[src/rtl/mem_port_arbiter.sv]
// Two-requester arbiter for a shared single-port, fixed-latency memory.
// Serialises instruction fetch and data access and returns registered responses.
module mem_port_arbiter #(
  parameter int unsigned ADDR_W  = 16,
  parameter int unsigned DATA_W  = 16,
  parameter int unsigned MEM_LAT = 2
) (
  input  logic              clk,
  input  logic              reset,
  input  logic              if_req,
  input  logic [ADDR_W-1:0] if_addr,
  input  logic              flush_f,
  output logic              if_valid,
  output logic [DATA_W-1:0] if_rdata,
  input  logic              d_rd,
  input  logic              d_wr,
  input  logic [ADDR_W-1:0] d_addr,
  input  logic [DATA_W-1:0] d_wdata,
  output logic              d_valid,
  output logic [DATA_W-1:0] d_rdata,
  output logic              mem_en,
  output logic              mem_we,
  output logic [ADDR_W-1:0] mem_addr,
  output logic [DATA_W-1:0] mem_wdata,
  input  logic [DATA_W-1:0] mem_rdata,
  output logic              stall_f,
  output logic              stall_m
);

  localparam int unsigned CNT_W = 4;

  typedef enum logic [1:0] {
    IDLE   = 2'd0,
    BUSY_I = 2'd1,
    BUSY_D = 2'd2
  } state_e;

  state_e              state_q;
  logic [CNT_W-1:0]    cnt_q;
  logic                last_d_q;
  logic                kill_q;
  logic                op_we_q;
  logic                mem_en_q;
  logic                mem_we_q;
  logic [ADDR_W-1:0]   mem_addr_q;
  logic [DATA_W-1:0]   mem_wdata_q;
  logic                if_valid_q;
  logic                d_valid_q;
  logic [DATA_W-1:0]   if_rdata_q;
  logic [DATA_W-1:0]   d_rdata_q;

  logic f_elig;
  logic d_elig;
  logic pick_f;
  logic pick_d;

  // A requester answered this cycle is never re-granted; ties alternate on last_d.
  always_comb begin
    f_elig = if_req & ~flush_f & ~if_valid_q;
    d_elig = (d_rd | d_wr) & ~d_valid_q;
    pick_d = d_elig & (~f_elig | ~last_d_q);
    pick_f = f_elig & ~pick_d;
  end

  always_ff @(posedge clk) begin
    if (!reset) begin
      state_q     <= IDLE;
      cnt_q       <= '0;
      last_d_q    <= 1'b0;
      kill_q      <= 1'b0;
      op_we_q     <= 1'b0;
      mem_en_q    <= 1'b0;
      mem_we_q    <= 1'b0;
      mem_addr_q  <= '0;
      mem_wdata_q <= '0;
      if_valid_q  <= 1'b0;
      d_valid_q   <= 1'b0;
      if_rdata_q  <= '0;
      d_rdata_q   <= '0;
    end else begin
      mem_en_q    <= 1'b0;
      mem_we_q    <= 1'b0;
      mem_wdata_q <= '0;
      if_valid_q  <= 1'b0;
      d_valid_q   <= 1'b0;
      case (state_q)
        IDLE: begin
          kill_q <= 1'b0;
          if (pick_d) begin
            state_q     <= BUSY_D;
            mem_en_q    <= 1'b1;
            mem_we_q    <= d_wr;
            mem_addr_q  <= d_addr;
            mem_wdata_q <= d_wdata;
            op_we_q     <= d_wr;
            last_d_q    <= 1'b1;
            cnt_q       <= CNT_W'(MEM_LAT);
          end else if (pick_f) begin
            state_q    <= BUSY_I;
            mem_en_q   <= 1'b1;
            mem_addr_q <= if_addr;
            op_we_q    <= 1'b0;
            last_d_q   <= 1'b0;
            cnt_q      <= CNT_W'(MEM_LAT);
          end
        end
        BUSY_I: begin
          if (flush_f) kill_q <= 1'b1;
          // Cancelled fetches still refresh if_rdata but raise no pulse.
          if (cnt_q == '0) begin
            state_q    <= IDLE;
            if_rdata_q <= mem_rdata;
            if_valid_q <= ~(kill_q | flush_f);
            kill_q     <= 1'b0;
          end else begin
            cnt_q <= cnt_q - CNT_W'(1);
          end
        end
        BUSY_D: begin
          if (cnt_q == '0) begin
            state_q   <= IDLE;
            d_valid_q <= 1'b1;
            if (!op_we_q) d_rdata_q <= mem_rdata;
          end else begin
            cnt_q <= cnt_q - CNT_W'(1);
          end
        end
        default: state_q <= IDLE;
      endcase
    end
  end

  assign mem_en    = mem_en_q;
  assign mem_we    = mem_we_q;
  assign mem_addr  = mem_addr_q;
  assign mem_wdata = mem_wdata_q;
  assign if_valid  = if_valid_q;
  assign if_rdata  = if_rdata_q;
  assign d_valid   = d_valid_q;
  assign d_rdata   = d_rdata_q;
  assign stall_f   = if_req & ~if_valid_q;
  assign stall_m   = (d_rd | d_wr) & ~d_valid_q;

endmodule

[config.mk]
export PLATFORM = sky130hd
export DESIGN_NAME = mem_port_arbiter
export DESIGN_NICKNAME = d
export VERILOG_FILES = /design/src/rtl/mem_port_arbiter.sv
export SDC_FILE = /design/constraint.sdc
export NUM_CORES = 1
export LEC_CHECK = 0
export ABC_CLOCK_PERIOD_IN_PS = 4850
export CORE_MARGIN = 4
export CORE_UTILIZATION = 35
export CTS_BUF_LIST = sky130_fd_sc_hd__clkbuf_4
export CTS_CLUSTER_SIZE = 14
export DETAILED_ROUTE_END_ITERATION = 7
export MAX_ROUTING_LAYER = met4
export PLACE_DENSITY = 0.71
export SETUP_SLACK_MARGIN = 0.3
export SKIP_LAST_GASP = 1
export SYNTH_ARGS = -nofsm -noshare
export SYNTH_HDL_FRONTEND = slang
export SYNTH_SLANG_ARGS = --single-unit
[constraint.sdc]
create_clock -name clk -period 4.85 [get_ports clk]
set_clock_uncertainty 0.1 [all_clocks]
set_input_delay 0.97 -clock clk [delete_from_list [all_inputs] [get_ports clk]]
set_output_delay 0.97 -clock clk [all_outputs]
set_load 0.005 [all_outputs]
==> flow_summary.toml, run 1 <==
[cells_and_area]
syn_to_final_growth_pct = 56.4
fin_cells = 575
final_area_um2 = 4550
post-route-util = 0.560
layout.nets = 540
drive_gt1_frac = 0.0447
multi_input_comb_area_um2 = 1280
num-fill-cells = 768
seq_area_um2 = 1540
antenna_cells = 0

[synthesis]
synth_edf_count = 0
syn-instance-count = 332
ys.flop_type = "dfxtp_1"
ys_ff_latch = 77
syn_area_per_cell_um2 = 8.77
yosysUniqueCellTypes = 34
synth_area_leaders = "dfxtp_1, nand2_1, a21boi_0, and2_1, a31oi_1"
yosysTopAreaCell = "dfxtp_1"
syn-num-nets = 407
synth_top_area_share = 0.529
syn_area_um2 = 2910
yosysWarnings = 0
yosysSeqAreaShare = 0.529
yosys-top-cells-count = "nand2_1, dfxtp_1, a21boi_0"
ys_async_sr_fraction = 0
yosysMostFrequentCell = "nand2_1"

[power]
ir_drop_mv = 0.192
p_leak_nw = 1.68
powerDensity_nw_per_um2 = 466
total_power_mw = 2.12

[sta]
hold_viol_final = 0
fin_crit_ns = 3.46
slew_violations = 0
holdWs_ns = 0.357
setup_ws_ns = 1.39
grt_setup_unrepaired = "false"
clock.fmax_mhz = 289
tns_ns = 0
relSlewSlack = 0.206
post-route-period-util = 0.714
tightest_slew_ns = 1.18
setup_viol = 0

[place]
placed_cell_area_um2 = 4380
place_inst = 559
portBuffers = 139
place_ws_ns = 1.41
finalWeightedCongestion = 0.752
dp_hpwl_um = 5750

[clock_network]
clkLatencyLatePin_ns = 0.39
cts_buffers = 9
cts_sinks = 77
cts_tree = "yes"
root_buffer = "clkbuf_4"
holdBufCountCts = 0
clk_pin_slew_ns = 0.12
post_cts_buffers = 0
cts.path.max_buffers = 2
htreeDepth = 3
cts_resized = 0

[global_routing]
grt_pass1_vias = 2745
track_usage = 0.163
antenna_found_initial = 0
grt_pass1_wl_um = 12600
grt_start_max_net_pins = 35
grt_overflow = 0

[hold_path]
hp-class = "flip-flop to flip-flop"

[worst_setup_path]
crit_required_ns = 3.78
r2r_end = "state_q[0]"
startpoint = "d_wr"
worst-r2r-cell-count = 4
crit_arrival_ns = 2.39
start_kind = "primary input"
path_max_fanout = 6
r2r_start = "if_valid"
worstSetupPathType = "primary input to output pin"
endpoint_kind = "output pin"
worst-r2r-setup-slack_ns = 2.62
cp-endpoint = "stall_m"

[route]
drtPass1Iterations = 4
drcViolationCount = 0
viasPerCell = 4.77
drt_wl_total_um = 7760
drt_iter0_markers = 78
vias = 2741
wire_per_inst_um = 13.5
ant_nets = 0

[die]
io_pins = 140
die_h_um = 99.2
die_area_um2 = 9840
start_util = 0.358
core_area_um2 = 8130
die_w_um = 99.2
rows = 33

[status]
outcome = "completed"

[run]
maxCapViolations = 0
==> placed cells by master (no fill, tap or decap), types with 3 or more instances in the layout <==
cell type	instances
and2_1	18
clkbuf_4	10
or3_1	3
o21ai_0	20
a31oi_1	16
a21oi_1	5
and3_1	3
clkinv_1	3
bufinv_16	3
nand2_1	102
ha_1	5
inv_1	6
clkdlybuf4s50_1	139
dfxtp_1	77
a31o_2	3
a21boi_0	32
==> cell families after synthesis <==
kind of cell / Yosys count / share of synthesized area
compound gates: 82 / 0.186
fa+ha+maj: 5 / 0.0215
simple gates: 142 / 0.226
buf+inv: 25 / 0.0335
mux: 1 / 0.00344
flops: 77 / 0.529
==> critical path, cell delays in order <==
cell	delay [ns]
clkdlybuf4s50_1	0.44
o21bai_1	0.42
inv_1	0.10
clkdlybuf4s50_1	0.46
==> worst min-delay path by stage <==
stage	from	end	slack (ns)	cells past startpoint
finish	kill_q	if_valid	0.36	1
global route	kill_q	if_valid	0.40	1
CTS	kill_q	if_valid	0.36	1
detailed placement	kill_q	if_valid	0.32	1
global placement	kill_q	if_valid	0.32	1
floorplan	kill_q	if_valid	0.30	1
==> state kept, by name (all words and copies together), names as in the netlist, 2 cells and up <==
name,flops
d_rdata,16
if_rdata,16
mem_addr,16
cnt_q,4
state_q,2
mem_wdata,16
==> final cells by class <==
class                      instances  share of cell area
clock buffer                      10              0.0165
clock inverter                     6              0.0223
inverter                           6             0.00495
multi-input combinational        230               0.280
sequential                        77               0.338
tap                              105              0.0288
timing repair buffer             141               0.309
==> power breakdown <==
part           leakage, nW  internal (mW)  switching [mW]
logic                0.955          0.421           0.383
registers            0.630          0.777          0.0709
clock network       0.0931          0.262           0.210
==> metal layers <==
| metal | track usage | vias to the layer above | part of all wire |
|---|---|---|---|
| met5 | - | - | 0 |
| met2 | 0.264 | 115 | 0.46 |
| met3 | 0.0596 | 10 | 0.096 |
| li1 | - | 1378 | - |
| met4 | 0.0567 | 0 | 0.012 |
| met1 | 0.186 | 1238 | 0.43 |
(Power assumes the default switching activity.)
==> run 2, diff against run 1 <==
- ABC_CLOCK_PERIOD_IN_PS: 4850 -> 3400
- clock period: 4.85 -> 3.4 ns (I/O delays scaled with it)
==> flow_summary.toml, run 2 (synthesis gave the netlist of run 1 again) <==
[worst_setup_path]
cp_num_buf_inv = 3
cp.depth = 4
crit_arrival_ns = 2.12
path_delay_family = "buffers and inverters"
path_max_fanout = 6
path_cells = "clkdlybuf4s50_1 > o21bai_1 > inv_1 > clkdlybuf4s50_1"
cp_common_cell = "clkdlybuf4s50_1"
cp_slowest_cell = "clkdlybuf4s50_1"
start_kind = "primary input"
worstSetupPathType = "primary input to output pin"
crit_path_max_incr_delay_ns = 0.47
crit_required_ns = 2.62
worst-r2r-cell-count = 6
endpoint_kind = "output pin"

[sta]
grt_setup_unrepaired = "false"
hold_viol_final = 0
post-route-period-util = 0.854
clock.fmax_mhz = 344
relSlewSlack = 0.447
fin_crit_ns = 2.90
slew_violations = 0
setup_viol = 0
tns_ns = 0
tightest_slew_ns = 0.828

[die]
io_pins = 140
core_area_um2 = 8130
start_util = 0.358
die_w_um = 99.2
die_h_um = 99.2
rows = 33
die_area_um2 = 9840

[route]
viasPerCell = 4.79
drcViolationCount = 0
vias = 2764
drtPass1Iterations = 4
drt_iter0_markers = 99
ant_nets = 0
drt_wl_total_um = 7880
wire_per_inst_um = 13.7

[global_routing]
antenna_found_initial = 0
track_usage = 0.160
grt_pass1_vias = 2685
grt_overflow = 0
grt_pass1_wl_um = 12500
grt_start_max_net_pins = 35

[clock_network]
post_cts_buffers = 0
root_buffer = "clkbuf_4"
cts.path.max_buffers = 2
cts_resized = 0
holdBufCountCts = 0
cts_buffers = 9
clkLatencyLatePin_ns = 0.40
htreeDepth = 3
cts_sinks = 77
clk_pin_slew_ns = 0.12
cts_tree = "yes"

[hold_path]
hold_path_depth = 1
hp-class = "flip-flop to flip-flop"

[power]
p_leak_nw = 1.67
powerDensity_nw_per_um2 = 644
total_power_mw = 2.92
ir_drop_mv = 0.284

[cells_and_area]
layout_common_cells = "clkdlybuf4s50_1, nand2_1, dfxtp_1, a21boi_0, o21ai_0"
num-fill-cells = 775
final_area_um2 = 4530
syn_to_final_growth_pct = 55.7
drive_gt1_frac = 0.0551
post-route-util = 0.557
layout.nets = 542
antenna_cells = 0
layout_commonest_cell = "clkdlybuf4s50_1"

[place]
placed_cell_area_um2 = 4390
dp_hpwl_um = 5840
portBuffers = 139
finalWeightedCongestion = 0.780

[status]
outcome = "completed"

[run]
maxCapViolations = 0
## run 2: changes by cell type in the layout (fill, tap and decap cells not counted), sizes merged
cell	before	now
clkinvlp	0	2
buf	2	4
bufinv	3	1
## run 2: cell type report
type,instances,area (µm²),area share
Sequential cell,77,1540,0.340
Timing Repair Buffer,143,1420,0.314
Multi-Input combinational cell,230,1280,0.282
Tap cell,105,131,0.0290
Clock buffer,10,75.1,0.0166
Clock inverter,6,63.8,0.0141
Inverter,6,22.5,0.00497
## run 2: stage by stage
step           setup WS (ns)  hold slack, ns  instances
6_report               0.496           0.345        577
3_3_place_gp           0.546           0.317        561
4_1_cts                0.520           0.344        577
3_5_place_dp           0.520           0.317        561
5_1_grt                0.371           0.350        577
2_1_floorplan           1.29           0.296        332
## run 2: worst paths after layout
| check | start | endpoint | slack, ns |
|---|---|---|---|
| setup / recovery | d_wr | stall_m | 0.50 |
| hold / removal | kill_q | if_valid | 0.35 |
| setup reg to reg | cnt_q[0] | if_rdata[9] | 1.16 |
| hold reg to reg | kill_q | if_valid | 0.35 |
## run 2: worst register-to-register path: stages (launching register included)
cell      delay [ns]
dfxtp_1         0.35
inv_1           0.11
ha_1            0.18
nor3b_2         0.41
and2_0          0.73
nand2_1         0.11
a21boi_0        0.18
## run 2: where the power goes
part	internal, mW	switching, mW	total, mW
registers	1.11	0.105	1.21
logic	0.610	0.553	1.16
clock network	0.231	0.312	0.543
total	1.95	0.969	2.92
## run 2: layer usage
metal	vias up	wire length, µm	GRT usage
met4	0	57	0.0567
met3	7	803	0.0561
met1	1251	3540	0.195
li1	1386	-	-
met5	-	0	-
met2	120	3480	0.246
